`config.mk`:
```
export PLATFORM = sky130hd
export DESIGN_NAME = coeff_token_ctrl_flat
export DESIGN_NICKNAME = d
export VERILOG_FILES = /design/src/rtl/coeff_token_ctrl_if.sv /design/src/rtl/coeff_token_ctrl.sv /design/src/flat_wrapper.sv
export SDC_FILE = /design/constraint.sdc
export NUM_CORES = 1
export LEC_CHECK = 0
export ABC_CLOCK_PERIOD_IN_PS = 5300
export BUFFER_PORTS_ARGS = -buffer_cell sky130_fd_sc_hd__buf_2
export CAP_MARGIN = 0
export CORE_UTILIZATION = 55
export CTS_CLUSTER_DIAMETER = 200
export DETAILED_ROUTE_END_ITERATION = 16
export PLACE_DENSITY_LB_ADDON = 0.2
export SLEW_MARGIN = 20
export SYNTH_ARGS = -nofsm -noshare
export SYNTH_HDL_FRONTEND = slang
export SYNTH_SLANG_ARGS = --single-unit
```
`constraint.sdc`:
```
create_clock -name clk -period 5.3 [get_ports clk]
set_input_delay 0 -clock clk [delete_from_list [all_inputs] [get_ports clk]]
set_output_delay 0 -clock clk [all_outputs]
set_load 0.02 [all_outputs]
```
`src/rtl/coeff_token_ctrl_if.sv`:
```
// coeff_token_ctrl_if
//   Bundles the descriptor input handshake, the shared VLC ROM address/data
//   path and the token output handshake of coeff_token_ctrl.
//   master : environment side (block scanner, coeff_token ROMs, packer)
//   slave  : controller side (coeff_token_ctrl)
//   Signals:
//     in_valid/in_ready          descriptor handshake
//     total_coeff, trailing_ones descriptor fields
//     n_a, n_b, avail_a, avail_b neighbour non-zero counts and availability
//     tbl_addr                   shared address {T1s, TotalCoeff} to the ROMs
//     tbl_code0..2               combinational VLC0/VLC1/VLC2 ROM words
//     tok_valid/tok_ready        token handshake to the packer
//     tok_bits, tok_len, tok_err token payload
//     tok_count                  tokens accepted by the packer (wrapping)
interface coeff_token_ctrl_if #(
    parameter int unsigned aWIDTH  = 7,
    parameter int unsigned vcWIDTH = 8
);
    logic               in_valid;
    logic               in_ready;
    logic [4:0]         total_coeff;
    logic [1:0]         trailing_ones;
    logic [4:0]         n_a;
    logic [4:0]         n_b;
    logic               avail_a;
    logic               avail_b;
    logic [aWIDTH-1:0]  tbl_addr;
    logic [vcWIDTH-1:0] tbl_code0;
    logic [vcWIDTH-1:0] tbl_code1;
    logic [vcWIDTH-1:0] tbl_code2;
    logic               tok_valid;
    logic               tok_ready;
    logic [15:0]        tok_bits;
    logic [4:0]         tok_len;
    logic               tok_err;
    logic [15:0]        tok_count;

    modport master (
        output in_valid, total_coeff, trailing_ones, n_a, n_b, avail_a, avail_b,
        output tbl_code0, tbl_code1, tbl_code2, tok_ready,
        input  in_ready, tbl_addr, tok_valid, tok_bits, tok_len, tok_err, tok_count
    );

    modport slave (
        input  in_valid, total_coeff, trailing_ones, n_a, n_b, avail_a, avail_b,
        input  tbl_code0, tbl_code1, tbl_code2, tok_ready,
        output in_ready, tbl_addr, tok_valid, tok_bits, tok_len, tok_err, tok_count
    );
endinterface

```
`src/rtl/coeff_token_ctrl.sv`:
```
// coeff_token_ctrl
//   Sequencing controller for CAVLC coeff_token encoding. Accepts one 4x4
//   block descriptor, derives nC from the neighbour counts, picks VLC0/1/2 or
//   the 6-bit FLC, addresses the shared coeff_token ROMs and hands a
//   right-aligned codeword plus its length to the bitstream packer.
//   Ports:
//     clk  rising-edge clock
//     rst  asynchronous, active-high reset
//     bus  coeff_token_ctrl_if.slave (descriptor in, ROM address/data, token out)
//   Sequence: IDLE -> CALC -> LOOK -> OUT -> IDLE, one token per 4 cycles.
module coeff_token_ctrl #(
    parameter int unsigned aWIDTH  = 7,
    parameter int unsigned vcWIDTH = 8
) (
    input logic               clk,
    input logic               rst,
    coeff_token_ctrl_if.slave bus
);

    typedef enum logic [1:0] {
        IDLE,
        CALC,
        LOOK,
        OUT
    } state_t;

    typedef enum logic [1:0] {
        SEL_VLC0,
        SEL_VLC1,
        SEL_VLC2,
        SEL_FLC
    } sel_t;

    state_t             state_q, state_d;
    sel_t               sel_q, sel_d;
    logic [4:0]         tc_q, tc_d;
    logic [1:0]         t1_q, t1_d;
    logic [4:0]         na_q, na_d;
    logic [4:0]         nb_q, nb_d;
    logic               ava_q, ava_d;
    logic               avb_q, avb_d;
    logic               err_q, err_d;
    logic [aWIDTH-1:0]  addr_q, addr_d;
    logic [15:0]        bits_q, bits_d;
    logic [4:0]         len_q, len_d;
    logic               terr_q, terr_d;
    logic [15:0]        count_q, count_d;

    logic [5:0]         nc_sum;
    logic [4:0]         nc;
    sel_t               sel_calc;
    logic               illegal;
    logic [vcWIDTH-1:0] code_sel;

    // nC, table selection, legality and ROM word mux, all from registered
    // descriptor fields so they are stable for the whole CALC/LOOK window.
    always_comb begin
        // 6-bit sum: 31+31+1 cannot overflow before the halving.
        nc_sum = {1'b0, na_q} + {1'b0, nb_q} + 6'd1;
        case ({ava_q, avb_q})
            2'b11:   nc = 5'(nc_sum >> 1);
            2'b10:   nc = na_q;
            2'b01:   nc = nb_q;
            default: nc = '0;
        endcase

        if (nc < 5'd2) begin
            sel_calc = SEL_VLC0;
        end else if (nc < 5'd4) begin
            sel_calc = SEL_VLC1;
        end else if (nc < 5'd8) begin
            sel_calc = SEL_VLC2;
        end else begin
            sel_calc = SEL_FLC;
        end

        illegal = (tc_q > 5'd16) || ({3'b000, t1_q} > tc_q);

        case (sel_q)
            SEL_VLC0: code_sel = bus.tbl_code0;
            SEL_VLC1: code_sel = bus.tbl_code1;
            SEL_VLC2: code_sel = bus.tbl_code2;
            default:  code_sel = '0;
        endcase
    end

    // Next-state and datapath updates.
    always_comb begin
        state_d = state_q;
        sel_d   = sel_q;
        tc_d    = tc_q;
        t1_d    = t1_q;
        na_d    = na_q;
        nb_d    = nb_q;
        ava_d   = ava_q;
        avb_d   = avb_q;
        err_d   = err_q;
        addr_d  = addr_q;
        bits_d  = bits_q;
        len_d   = len_q;
        terr_d  = terr_q;
        count_d = count_q;

        case (state_q)
            IDLE: begin
                if (bus.in_valid) begin
                    tc_d    = bus.total_coeff;
                    t1_d    = bus.trailing_ones;
                    na_d    = bus.n_a;
                    nb_d    = bus.n_b;
                    ava_d   = bus.avail_a;
                    avb_d   = bus.avail_b;
                    // Address is captured with the descriptor so the ROMs
                    // already see it throughout CALC and LOOK.
                    addr_d  = aWIDTH'({bus.trailing_ones, bus.total_coeff});
                    state_d = CALC;
                end
            end

            CALC: begin
                sel_d   = sel_calc;
                err_d   = illegal;
                state_d = LOOK;
            end

            LOOK: begin
                if (err_q) begin
                    bits_d = '0;
                    len_d  = '0;
                    terr_d = 1'b1;
                end else if (sel_q == SEL_FLC) begin
                    len_d  = 5'd6;
                    terr_d = 1'b0;
                    if (tc_q == 5'd0) begin
                        bits_d = 16'h0003;
                    end else begin
                        bits_d = {10'b0, 4'(tc_q - 5'd1), t1_q};
                    end
                end else if (code_sel == '0) begin
                    // An all-zero ROM word marks a hole in the table.
                    err_d  = 1'b1;
                    bits_d = '0;
                    len_d  = '0;
                    terr_d = 1'b1;
                end else begin
                    bits_d = {12'b0, code_sel[3:0]};
                    len_d  = {1'b0, code_sel[7:4]} + 5'd1;
                    terr_d = 1'b0;
                end
                state_d = OUT;
            end

            OUT: begin
                if (bus.tok_ready) begin
                    count_d = count_q + 16'd1;
                    state_d = IDLE;
                end
            end

            default: state_d = IDLE;
        endcase
    end

    always_ff @(posedge clk or posedge rst) begin
        if (rst) begin
            state_q <= IDLE;
            sel_q   <= SEL_VLC0;
            tc_q    <= '0;
            t1_q    <= '0;
            na_q    <= '0;
            nb_q    <= '0;
            ava_q   <= 1'b0;
            avb_q   <= 1'b0;
            err_q   <= 1'b0;
            addr_q  <= '0;
            bits_q  <= '0;
            len_q   <= '0;
            terr_q  <= 1'b0;
            count_q <= '0;
        end else begin
            state_q <= state_d;
            sel_q   <= sel_d;
            tc_q    <= tc_d;
            t1_q    <= t1_d;
            na_q    <= na_d;
            nb_q    <= nb_d;
            ava_q   <= ava_d;
            avb_q   <= avb_d;
            err_q   <= err_d;
            addr_q  <= addr_d;
            bits_q  <= bits_d;
            len_q   <= len_d;
            terr_q  <= terr_d;
            count_q <= count_d;
        end
    end

    assign bus.in_ready  = (state_q == IDLE);
    assign bus.tok_valid = (state_q == OUT);
    assign bus.tbl_addr  = addr_q;
    assign bus.tok_bits  = bits_q;
    assign bus.tok_len   = len_q;
    assign bus.tok_err   = terr_q;
    assign bus.tok_count = count_q;

endmodule
```
`src/flat_wrapper.sv`:
```
// flat-port wrapper written by rule: the top's interface ports become plain ports
module coeff_token_ctrl_flat 
#(
    parameter int unsigned aWIDTH  = 7,
    parameter int unsigned vcWIDTH = 8
)
  (clk, rst, bus_in_valid, bus_total_coeff, bus_trailing_ones, bus_n_a, bus_n_b, bus_avail_a, bus_avail_b, bus_tbl_code0, bus_tbl_code1, bus_tbl_code2, bus_tok_ready, bus_in_ready, bus_tbl_addr, bus_tok_valid, bus_tok_bits, bus_tok_len, bus_tok_err, bus_tok_count);
  coeff_token_ctrl_if #(.aWIDTH(aWIDTH), .vcWIDTH(vcWIDTH)) bus_i ();
  input logic clk;
  input logic rst;
  input wire logic [$bits(bus_i.in_valid)-1:0] bus_in_valid;
  input wire logic [$bits(bus_i.total_coeff)-1:0] bus_total_coeff;
  input wire logic [$bits(bus_i.trailing_ones)-1:0] bus_trailing_ones;
  input wire logic [$bits(bus_i.n_a)-1:0] bus_n_a;
  input wire logic [$bits(bus_i.n_b)-1:0] bus_n_b;
  input wire logic [$bits(bus_i.avail_a)-1:0] bus_avail_a;
  input wire logic [$bits(bus_i.avail_b)-1:0] bus_avail_b;
  input wire logic [$bits(bus_i.tbl_code0)-1:0] bus_tbl_code0;
  input wire logic [$bits(bus_i.tbl_code1)-1:0] bus_tbl_code1;
  input wire logic [$bits(bus_i.tbl_code2)-1:0] bus_tbl_code2;
  input wire logic [$bits(bus_i.tok_ready)-1:0] bus_tok_ready;
  output wire logic [$bits(bus_i.in_ready)-1:0] bus_in_ready;
  output wire logic [$bits(bus_i.tbl_addr)-1:0] bus_tbl_addr;
  output wire logic [$bits(bus_i.tok_valid)-1:0] bus_tok_valid;
  output wire logic [$bits(bus_i.tok_bits)-1:0] bus_tok_bits;
  output wire logic [$bits(bus_i.tok_len)-1:0] bus_tok_len;
  output wire logic [$bits(bus_i.tok_err)-1:0] bus_tok_err;
  output wire logic [$bits(bus_i.tok_count)-1:0] bus_tok_count;
  assign bus_i.in_valid = bus_in_valid;
  assign bus_i.total_coeff = bus_total_coeff;
  assign bus_i.trailing_ones = bus_trailing_ones;
  assign bus_i.n_a = bus_n_a;
  assign bus_i.n_b = bus_n_b;
  assign bus_i.avail_a = bus_avail_a;
  assign bus_i.avail_b = bus_avail_b;
  assign bus_i.tbl_code0 = bus_tbl_code0;
  assign bus_i.tbl_code1 = bus_tbl_code1;
  assign bus_i.tbl_code2 = bus_tbl_code2;
  assign bus_i.tok_ready = bus_tok_ready;
  assign bus_in_ready = bus_i.in_ready;
  assign bus_tbl_addr = bus_i.tbl_addr;
  assign bus_tok_valid = bus_i.tok_valid;
  assign bus_tok_bits = bus_i.tok_bits;
  assign bus_tok_len = bus_i.tok_len;
  assign bus_tok_err = bus_i.tok_err;
  assign bus_tok_count = bus_i.tok_count;
  coeff_token_ctrl #(.aWIDTH(aWIDTH), .vcWIDTH(vcWIDTH)) u_core (.clk(clk), .rst(rst), .bus(bus_i));
endmodule
```
==> summary.txt <==
Clocking
  – Insertion delay of the later-clocked pin in the worst-skew pair: 0.29 ns
  – Clk sink count: 52
  – Max Buffers Root-to-Sink: 2
  – Number of buffers added by the clock tree synthesis step: 5
  – Post-CTS sizing: 0
  – CTS tree: built
  – Clk root buf: sky130_fd_sc_hd__clkbuf_8
  – Worst-path clk slew: 0.09 ns
  – Clock H-tree levels: 2

Yosys
  – Compound-cell area share of the yosys netlist: approximately 14%
  – Multiplexer share of the synthesized area: 11.0%
  – Post-synth EDFFs: 0
  – Count of distinct cell types in the synthesized netlist: 46
  – Synth Register Bits: between 50 and 60
  – Biggest area consumer among synthesized cells: sky130_fd_sc_hd__dfrtp_1
  – Number of instances in the synthesized netlist: 266
  – Synth top area share: between 40% and 50%
  – Post-synthesis share of cell area spent on and, or, nand and nor gates: a little under an eighth
  – Average cell area after synthesis: 10.9 µm²
  – Xor/xnor cell area share of the yosys netlist: 6.07%
  – Largest family of logic cells by synthesized area: compound AO/OA/AOI/OAI gates
  – Sequential element share of the synthesized area: 45.1%
  – Total of warnings raised by yosys: 0
  – Post-synthesis share of cell area spent on full adders, half adders and majority gates: 6.50%
  – Synth Flop Type: sky130_fd_sc_hd__dfrtp_1
  – Synth area leaders: sky130_fd_sc_hd__dfrtp_1 (45%), sky130_fd_sc_hd__mux2_2 (8.2%), sky130_fd_sc_hd__ha_1 (6.5%), sky130_fd_sc_hd__xnor2_1 (4.5%), sky130_fd_sc_hd__nand2_1 (3.2%)
  – Area of the mapped netlist: roughly 2900 µm²
  – Fraction of synthesis flops using an asynchronous set or reset pin: 100%

Global route
  – Tot GR Track Use: 23.6%
  – First-pass GRT wire length: 9870 µm
  – Number of global-route vias before repair: 2183
  – Number of antenna violations at the first check in global routing: 0
  – Maximum number of pins on one net before global-route repair: 53
  – Overflow left after global routing: 0

Run
  – Number of max-cap violations: 0

STA
  – Max Freq: 476 MHz
  – Final Hold Viols: 0
  – Crit path setup slack, layout: ~3.2 ns
  – Final setup violation count: 0
  – Headroom to the max-slew limit: 41.5%
  – Max Transition Viols Final: 0
  – Total negative slack: 0 ns
  – Shortest period the worst path allows: 2.10 ns
  – Clock skew: 0.00815 ns
  – Unrepaired setup endpoints after global routing: false
  – Crit share post-route: 39.6%
  – Actual transition at the worst max-transition pin: around 0.88 ns

Cells and area
  – Ratio of cells with drive above 1 in the final layout: 32.2%
  – Most frequent cells in the layout: sky130_fd_sc_hd__buf_2 (83), sky130_fd_sc_hd__dfrtp_1 (52), sky130_fd_sc_hd__nand2_1 (25)
  – Nets: 429
  – Non-Filler Cell Area, Final: approximately 3600 µm²
  – Layout overhead on the synthesized area: 24.3%
  – Fillcell total: between 300 and 400
  – Commonest non-fill, non-tap cell in the layout: sky130_fd_sc_hd__buf_2
  – Number of antenna cells inserted: 0
  – Share of the core filled with cells: 70.8%

Drt
  – Final wirelength: 6120 µm
  – Drt first pass iters: 4
  – Detailed-route wire length per cell: 14.0 µm
  – Antenna Nets Post-Route: 0
  – DRC violations left: 0
  – Vias after detailed routing: 2296
  – Starting DRT DRC Count: 89
  – Per-cell via count in the routed design: 5.27

Status
  – Result of the run: complete, no violations

Setup path
  – Kind of start point of the critical path: register
  – R2r worst-path depth: 6
  – Arr. time, crit path: about 2.3 ns
  – Biggest fanout along the worst timing path: 18
  – Worst path required time: approximately 5.5 ns
  – Register-to-register setup slack: approximately 3.2 ns
  – Worst R2R End: u_core.err_q
  – Endpoint kind of the worst setup timing path: register
  – FF-to-FF Start: u_core.sel_q[0]
  – Classification of the worst setup path: register to register

Power
  – Worst ir drop on vdd: roughly 0.36 mV
  – P_leak: 1.81 nW
  – Ratio of total power to cell area: 542 nW/µm²

Floorplanning
  – Boundary pin count: 94
  – Height of the chip: about 74 µm
  – Effective utilization at floorplan: about 57%
  – Die width: 74.5 µm
  – Rows: 26
  – Std-Cell Core Area: 5070 µm²
  – Overall die area: 5540 µm²

Placed design
  – Routability congestion estimate: around 0.79
  – Count of input and output buffers: between 80 and 90
  – Area of placed instances: 3290 µm²
  – Post-detail-place hpwl: 4270 µm
  – Post-placement setup slack: 3.19 ns

Worst hold path
  – Worst Min Path Start: bus_tbl_code2[4]
  – Instance count along the most critical hold path: 4
  – Type of the most critical hold path: primary input to register
  – Hold Crit Endpoint: u_core.bus.tok_len[0]
==> cells in the mapped netlist, types with 2 or more instances <==
cell                         n
sky130_fd_sc_hd__a21oi_1    10
sky130_fd_sc_hd__a22o_1      2
sky130_fd_sc_hd__a22oi_1     2
sky130_fd_sc_hd__a2bb2oi_1   3
sky130_fd_sc_hd__a2bb2oi_2   3
sky130_fd_sc_hd__a31o_1      2
sky130_fd_sc_hd__and3_1      4
sky130_fd_sc_hd__buf_2       2
sky130_fd_sc_hd__buf_4      10
sky130_fd_sc_hd__buf_6       2
sky130_fd_sc_hd__clkbuf_1    3
sky130_fd_sc_hd__dfrtp_1    52
sky130_fd_sc_hd__ha_1       15
sky130_fd_sc_hd__inv_1      13
sky130_fd_sc_hd__mux2_2     21
sky130_fd_sc_hd__mux2i_1     8
sky130_fd_sc_hd__nand2_1    25
sky130_fd_sc_hd__nand3_1    12
sky130_fd_sc_hd__nand4_1     2
sky130_fd_sc_hd__nor2_1      8
sky130_fd_sc_hd__nor2b_1     5
sky130_fd_sc_hd__nor3_1      5
sky130_fd_sc_hd__o2111ai_1   2
sky130_fd_sc_hd__o211ai_1    2
sky130_fd_sc_hd__o21a_1      3
sky130_fd_sc_hd__o21ai_0    10
sky130_fd_sc_hd__o2bb2ai_1   3
sky130_fd_sc_hd__xnor2_1    15
sky130_fd_sc_hd__xor2_1      5
==> report_power, final <==
group          internal, mW  switching [mW]
clock                 0.136           0.120
combinational         0.448           0.533
sequential            0.541           0.170
total                  1.12           0.823
==> sequential cells by signal, indices dropped and copies added (netlist names), 2 cells and up <==
register / flops
u_core.sel_q: 2
u_core.bus.tok_bits: 6
u_core.state_q: 2
u_core.nb_q: 5
u_core.bus.tok_count: 16
u_core.bus.tbl_addr: 7
u_core.bus.tok_len: 5
u_core.na_q: 5
==> how the worst max path moves through the flow <==
stage                     cells past startpoint            to              startpoint  slack, ns
after CTS                                     6  u_core.err_q         u_core.sel_q[0]       3.18
after global placement                        6  u_core.err_q         u_core.sel_q[0]       3.28
after floorplan                               7  u_core.err_q  u_core.bus.tbl_addr[1]       3.40
after detailed placement                      6  u_core.err_q         u_core.sel_q[0]       3.19
final                                         6  u_core.err_q         u_core.sel_q[0]       3.20
after global routing                          6  u_core.err_q         u_core.sel_q[0]       3.03
==> stage by stage <==
step	hold WS, ns	power [mW]	instances
after global placement	0.231	1.65	410
after global routing	0.0806	2.11	436
final	0.0751	1.95	436
after floorplan	0.151	1.45	275
after detailed placement	0.235	1.68	410
after CTS	0.00687	1.95	435
==> critical path: stages, from the launching register on <==
cell,delay (ns)
sky130_fd_sc_hd__dfrtp_1,0.81
sky130_fd_sc_hd__mux2i_1,0.30
sky130_fd_sc_hd__a2bb2oi_2,0.25
sky130_fd_sc_hd__ha_1,0.20
sky130_fd_sc_hd__o2111ai_1,0.11
sky130_fd_sc_hd__nor2_2,0.20
sky130_fd_sc_hd__a41o_1,0.19
==> repair_timing <==
item / CTS / global route
buffers inserted: 0 / 0
hold endpoints to repair: 19 / 52
hold buffers: 19 / 1
==> area by class of cell <==
class | count | area, µm² | area share (%)
Inverter | 13 | 50.0 | 1.39
Timing Repair Buffer | 103 | 616 | 17.1
Sequential cell | 52 | 1300 | 36.2
Clock inverter | 1 | 30.0 | 0.836
Clock buffer | 5 | 68.8 | 1.92
Tap cell | 70 | 87.6 | 2.44
Multi-Input combinational cell | 192 | 1440 | 40.0
==> cells by family (layout without fill, tap and decap cells) <==
kind of cell	after synthesis	count (layout)
AND/OR/NAND/NOR	66	66
AO/OA/AOI/OAI	52	52
flip-flops	52	52
buffers and inverters	31	122
multiplexers	29	29
XOR/XNOR	20	20
adder cells (fa/ha/maj)	15	15
other	1	10
==> routing by layer <==
metal,wire (µm),share of wire (%),track usage [%],up-vias
met2,2980,49,40.6,81
met3,325,5.3,5.56,12
li1,-,-,-,1120
met5,0,0,0,-
met4,110,1.8,8.18,0
met1,2700,44,29.0,1083
Power figures use the tool's default switching activity.
